$ cat src/rtl/if_id_queue.sv
// IF/ID decoupling FIFO of {pc, inst} pairs; emits a zero bubble when empty.
// Optional IFQ_BYPASS_EN: empty-queue instructions pass straight through to ID.
module if_id_queue #(
    parameter int ADDR_W = 32,
    parameter int INST_W = 32,
    parameter int DEPTH  = 4,
    parameter int CNT_W  = $clog2(DEPTH) + 1
) (
    input  logic              clk,
    input  logic              rst,
    input  logic              flush,
    input  logic              if_valid,
    input  logic [ADDR_W-1:0] if_pc,
    input  logic [INST_W-1:0] if_inst,
    output logic              if_ready,
    input  logic              id_ready,
    output logic              id_valid,
    output logic [ADDR_W-1:0] id_pc,
    output logic [INST_W-1:0] id_inst,
    output logic [CNT_W-1:0]  count
);

    localparam int PTR_W = $clog2(DEPTH);

    logic [ADDR_W-1:0] pc_mem_q   [DEPTH];
    logic [INST_W-1:0] inst_mem_q [DEPTH];

    logic [PTR_W-1:0] wr_ptr_q, wr_ptr_d;
    logic [PTR_W-1:0] rd_ptr_q, rd_ptr_d;
    logic [CNT_W-1:0] count_q, count_d;

    logic q_valid;
    logic push;
    logic pop;

    assign q_valid  = (count_q != '0);
    assign if_ready = (count_q != CNT_W'(DEPTH));
    assign count    = count_q;

    always_comb begin
        push     = if_valid && if_ready && !flush;
        pop      = q_valid && id_ready && !flush;
        id_valid = q_valid;
        id_pc    = q_valid ? pc_mem_q[rd_ptr_q] : '0;
        id_inst  = q_valid ? inst_mem_q[rd_ptr_q] : '0;
`ifdef IFQ_BYPASS_EN
        // Empty queue: hand the fetch straight to ID; skip storage if taken.
        if (!q_valid && if_valid && !flush) begin
            id_valid = 1'b1;
            id_pc    = if_pc;
            id_inst  = if_inst;
            if (id_ready) begin
                push = 1'b0;
            end
        end
`endif
    end

    always_comb begin
        wr_ptr_d = wr_ptr_q;
        rd_ptr_d = rd_ptr_q;
        count_d  = count_q;
        if (flush) begin
            wr_ptr_d = '0;
            rd_ptr_d = '0;
            count_d  = '0;
        end else begin
            if (push) begin
                wr_ptr_d = wr_ptr_q + PTR_W'(1);
            end
            if (pop) begin
                rd_ptr_d = rd_ptr_q + PTR_W'(1);
            end
            if (push && !pop) begin
                count_d = count_q + CNT_W'(1);
            end else if (pop && !push) begin
                count_d = count_q - CNT_W'(1);
            end
        end
    end

    always_ff @(posedge clk) begin
        if (rst) begin
            wr_ptr_q <= '0;
            rd_ptr_q <= '0;
            count_q  <= '0;
        end else begin
            wr_ptr_q <= wr_ptr_d;
            rd_ptr_q <= rd_ptr_d;
            count_q  <= count_d;
        end
    end

    // Payload storage carries no reset; validity comes from count alone.
    always_ff @(posedge clk) begin
        if (push) begin
            pc_mem_q[wr_ptr_q]   <= if_pc;
            inst_mem_q[wr_ptr_q] <= if_inst;
        end
    end

endmodule

$ cat config.mk
export PLATFORM = sky130hd
export DESIGN_NAME = if_id_queue
export DESIGN_NICKNAME = d
export VERILOG_FILES = /design/src/rtl/if_id_queue.sv
export SDC_FILE = /design/constraint.sdc
export NUM_CORES = 1
export LEC_CHECK = 0
export BUFFER_PORTS_ARGS = -buffer_cell sky130_fd_sc_hd__buf_2
export CORE_ASPECT_RATIO = 0.7
export CORE_MARGIN = 3
export CORE_UTILIZATION = 57
export CTS_CLUSTER_SIZE = 25
export DETAILED_ROUTE_END_ITERATION = 10
export GPL_ROUTABILITY_DRIVEN = 0
export HOLD_SLACK_MARGIN = 0.03
export PLACE_DENSITY = 0.85
export SYNTH_ARGS = -nofsm -noshare
export SYNTH_HDL_FRONTEND = slang
export SYNTH_SLANG_ARGS = --single-unit
export TNS_END_PERCENT = 50
$ cat constraint.sdc
create_clock -name clk -period 3.1 [get_ports clk]
set_input_delay 0.155 -clock clk [delete_from_list [all_inputs] [get_ports clk]]
set_output_delay 0.155 -clock clk [all_outputs]
set_load 0.1 [all_outputs]
Word-level counts from Yosys, hierarchy flattened

Memories as Yosys holds them, arrays and structs flattened. A register that Yosys moved wholly into a read port is not among the register bits.
Index checks and enable logic that the tools add are counted.

Logic and storage cells: 32
Bits in registers: 7
Input bits: 69
Memories: 2
Memory bits (writable): 256

Memory list:

| name       | depth | width | rd ports | clocked after Yosys merged registers in | wr ports | RTL line | text |
|---|---|---|---|---|---|---|---|
| inst_mem_q | 4     | 32    | 1        | 1                                       | 1        | 26       | `logic [INST_W-1:0] inst_mem_q [DEPTH];` |
| pc_mem_q   | 4     | 32    | 1        | 1                                       | 1        | 25       | `logic [ADDR_W-1:0] pc_mem_q [DEPTH];` |

Multiplexer cells: 10
Add/subtract/negate cells: 4
Reduce and logical (&&, ||, !) cells: 12
Equality and inequality tests: 1

Operator list:

| kind                                                                | number |
|---|---|
| 32-bit two-way mux                                                  | 2 |
| 2-bit two-way mux                                                   | 4 |
| 1-bit logical AND                                                   | 6 |
| 3-bit two-way mux                                                   | 2 |
| 2-bit by 1-bit adder with 2-bit output (second input constant)      | 2 |
| 3-bit by 1-bit adder with 3-bit output (second input constant)      | 1 |
| 1-bit zero test                                                     | 3 |
| 3-bit != test (second input constant)                               | 1 |
| 3-bit nonzero test                                                  | 1 |
| 3-bit by 1-bit subtractor with 3-bit output (second input constant) | 1 |
| 1-bit two-way mux                                                   | 2 |
| 2-bit nonzero test                                                  | 1 |
| 2-bit OR reduction                                                  | 1 |

Longest topological paths before layout

Depth in word-level cells: 7
Depth in mapped cells: 9
Depth with buffers taken out: 8

Least setup slack after synthesis

No wires, ideal clock.

Path kind: flip-flop to flip-flop
Start: reg count_q[0], in the netlist count[0]
End: mem inst_mem_q[0][0], enable pin
Setup slack: -0.468 ns
Data arrival time: 3.138 ns
Clock period less this slack: 3.568 ns
Library setup time: 0.429 ns
Cell stages (with the launch flop): 4
Cell sequence: dfxtp_1 > or3b_1 > buf_6 > and3_1

Cells in the longest elaborated chain, start to end: 5

Ends and longest elaborated chain:

| element                                 | RTL line | text |
|---|---|---|
| start: declaration                      | 30       | `logic [CNT_W-1:0] count_q, count_d;` |
| start signal: assignment                | 90       | `count_q <= count_d;` |
| 3-bit != test                           | 37       | `assign if_ready = (count_q != CNT_W'(DEPTH));` |
| via if_ready                            | 15       | `output logic if_ready,` |
| 1-bit logical AND (2 in series)         | 41       | `push = if_valid && if_ready && !flush;` |
| 1-bit two-way mux                       | 96       | `if (push) begin` |
| 1-bit two-way mux (not written as such) | 98       | `inst_mem_q[wr_ptr_q] <= if_inst;` |
| end: declaration                        | 26       |  |

The timed path passes the listed nets, and every way through them passes these cells.

==> flow_metrics.env <==
export IMPL_period_minus_slack_ns=2.69
export IMPL_startpoint_type="flop"
export IMPL_root_buffer="clkbuf_16"
export IMPL_cp_required_ns=2.94
export IMPL_setup_viol=0
export IMPL_avgViaCountPerCell=5.61
export IMPL_async_flop_share=0
export IMPL_initial_core_util=0.589
export IMPL_die_h_um=118
export IMPL_crit_family="flip-flops"
export IMPL_pin_count=138
export IMPL_cap_violations=0
export IMPL_worst_path_buf_inv=2
export IMPL_stdcell_count=923
export IMPL_io_buffers=137
export IMPL_detail_route_antenna_nets=0
export IMPL_netlist_area_um2=10200
export IMPL_p_per_area_nw_per_um2=612
export IMPL_finalCritPeriodShare=0.867
export IMPL_ys_types=30
export IMPL_r2r_start="count[0]"
export IMPL_numCtsBuffers=24
export IMPL_max_freq_mhz=372
export IMPL_slowest_stage="dfxtp_4"
export IMPL_tritoncts="built"
export IMPL_crit_path_max_fanout=28
export IMPL_min_path_cells=3
export IMPL_fin_area_um2=12600
export IMPL_path_cells="buf_4, mux4_2, and2_1, buf_2"
export IMPL_grt_util_all_layers=0.203
export IMPL_grt_pass1_vias=5607
export IMPL_min_to="count[2]"
export IMPL_cts_resized=0
export IMPL_synth_edf_count=256
export IMPL_die_area_um2=19600
export IMPL_core_um2=17400
export IMPL_grt_max_degree=42
export IMPL_synth_area_leader_cell="edfxtp_1"
export IMPL_dp_cells=811
export IMPL_reg2reg_depth=8
export IMPL_hold_violations=0
export IMPL_max_stage_delay_ns=0.73
export IMPL_dp_hpwl_um=11300
export IMPL_avgSynthCellArea_um2=22.4
export IMPL_n_fill_cell=1003
export IMPL_syn_nets=531
export IMPL_synth_common_cells="edfxtp_1, and2_1, mux4_2, dfxtp_1, clkbuf_1"
export IMPL_rows=40
export IMPL_clock_latency_ns=0.52
export IMPL_status="finished, final reports clean"
export IMPL_setup_ws_ns=0.413
export IMPL_synth_area_leaders="edfxtp_1, mux4_2, and2_1"
export IMPL_postCtsSetupBuffers=0
export IMPL_path_clk_slew_ns=0.06
export IMPL_arrival_ns=2.53
export IMPL_ys_ff_latch=265
export IMPL_rsz0062_at_grt="no"
export IMPL_antenna_found_initial=1
export IMPL_hold_start="flush"
export IMPL_r2r_slack_ns=0.74
export IMPL_area_growth_pct=23.1
export IMPL_ys_warn_count=0
export IMPL_dominantRegCellSynth="edfxtp_1"
export IMPL_grt_pass1_wl_um=31200
export IMPL_cts_htree_levels=1
export IMPL_nets=748
export IMPL_die_x_um=166
export IMPL_first_iter_violations=378
export IMPL_drt_wl_total_um=19600
export IMPL_synthDominantCellAreaShare=0.751
export IMPL_worst_setup_path_end_kind="output pin"
export IMPL_p_leak_nw=4.40
export IMPL_wl_per_cell_um=21.2
export IMPL_r2r_end="count[2]"
export IMPL_drc=0
export IMPL_cts_sinks=265
export IMPL_grt_ovfl_total=0
export IMPL_crit_type="reg2out"
export IMPL_clock_skew_final_ns=0.0159
export IMPL_finalMaxSlewViolations=0
export IMPL_tightest_slew_ns=0.640
export IMPL_synth_most_common_cell="edfxtp_1"
export IMPL_irDropWorstVdd_v=0.000510
export IMPL_seq_area_frac_synth=0.769
export IMPL_cts_max_path_buffers=3
export IMPL_hp_class="in2reg"
export IMPL_post_dp_cell_area_um2=11200
export IMPL_drive_gt1_frac=0.360
export IMPL_dp_worst_setup_slack_ns=0.788
export IMPL_postCtsHoldBufs=67
export IMPL_firstDrtPassIters=5
export IMPL_synthCells=456
export IMPL_relSlewSlack=0.573
export IMPL_vias=5182
## power by group
group | internal (mW) | total, mW | switching, mW
sequential | 3.98 | 4.01 | 0.0242
combinational | 0.254 | 0.978 | 0.725
clock | 1.51 | 2.72 | 1.21
total | 5.75 | 7.71 | 1.96
## cells by family (layout without fill, tap and decap cells)
family | after synthesis | after routing | share of synthesized area
adder cells (fa/ha/maj) | 6 | 6 | 0.00807
multiplexers | 65 | 65 | 0.143
AND/OR/NAND/NOR | 83 | 83 | 0.0497
AO/OA/AOI/OAI | 7 | 7 | 0.00501
XOR/XNOR | 4 | 4 | 0.00342
other | 0 | 1 | 0
buffers and inverters | 26 | 261 | 0.0214
flip-flops | 265 | 265 | 0.769
## per-stage QoR
stage	setup TNS [ns]	util	hold WS, ns	power [mW]
3_5_place_dp	0	0.645	0.372	5.00
2_1_floorplan	-1.59	-	0.254	4.79
3_3_place_gp	0	0.645	0.363	4.97
4_1_cts	0	0.725	0.0462	7.76
5_1_grt	0	0.725	0.0841	7.96
6_report	0	0.725	0.0701	7.71
## worst reg2reg max path, stage by stage (launching register included)
cell and delay, ns:
dfxtp_1 0.48, or3b_1 0.34, and2_4 0.22, ha_1 0.18
inv_1 0.07, fa_1 0.40, xor2_1 0.17, or3_1 0.30
a21oi_1 0.15
## sequential cells by signal, indices dropped and copies added, names as in the netlist, named ones only
register	cells
inst_mem_q	128
pc_mem_q	128
count	3
rd_ptr_q	2
wr_ptr_q	2
## cell usage in the layout, fill, tap and decap left out, types with 2 or more instances in the layout
cell type and count:
a21oi_1 2, and2_1 64, and3_4 4, buf_12 8, buf_2 137, buf_4 2
clkbuf_1 7, clkbuf_16 24, clkinv_1 6, clkinv_2 5, dfxtp_1 7, dfxtp_4 2
dlygate4sd3_1 67, edfxtp_1 256, ha_1 5, inv_1 3, mux4_1 4, mux4_2 60
nor2_1 6, or2_2 2, xor2_1 4
## worst max-delay path by stage
| stage | from | end | cells after the start | slack, ns |
|---|---|---|---|---|
| finish | flop | id_pc[22] | 4 | 0.41 |
| global route | flop | id_pc[22] | 4 | 0.25 |
| CTS | flop | id_pc[22] | 4 | 0.32 |
| detailed placement | count[0] | count[2] | 8 | 0.79 |
| global placement | flop | id_pc[14] | 4 | 0.92 |
| floorplan | count[0] | id_inst[22] | 3 | -0.18 |
## metal layers
layer,GRT usage,vias to the layer above,share of wire
met5,0,-,0
met4,0.0530,0,0.024
met3,0.0467,36,0.067
met2,0.343,214,0.50
met1,0.274,2643,0.41
li1,-,2289,-
## layout make-up
class                      instances  area (µm²)  share of cell area
sequential                       265        7880               0.625
multi-input combinational        165        2160               0.172
timing repair buffer             214        1530               0.122
clock buffer                      31         627              0.0498
tap                              231         289              0.0229
clock inverter                    13        93.8             0.00745
inverter                           3        11.3            0.000894
antenna                            1        2.50            0.000199
No activity file was read; power rests on OpenSTA's default activity.
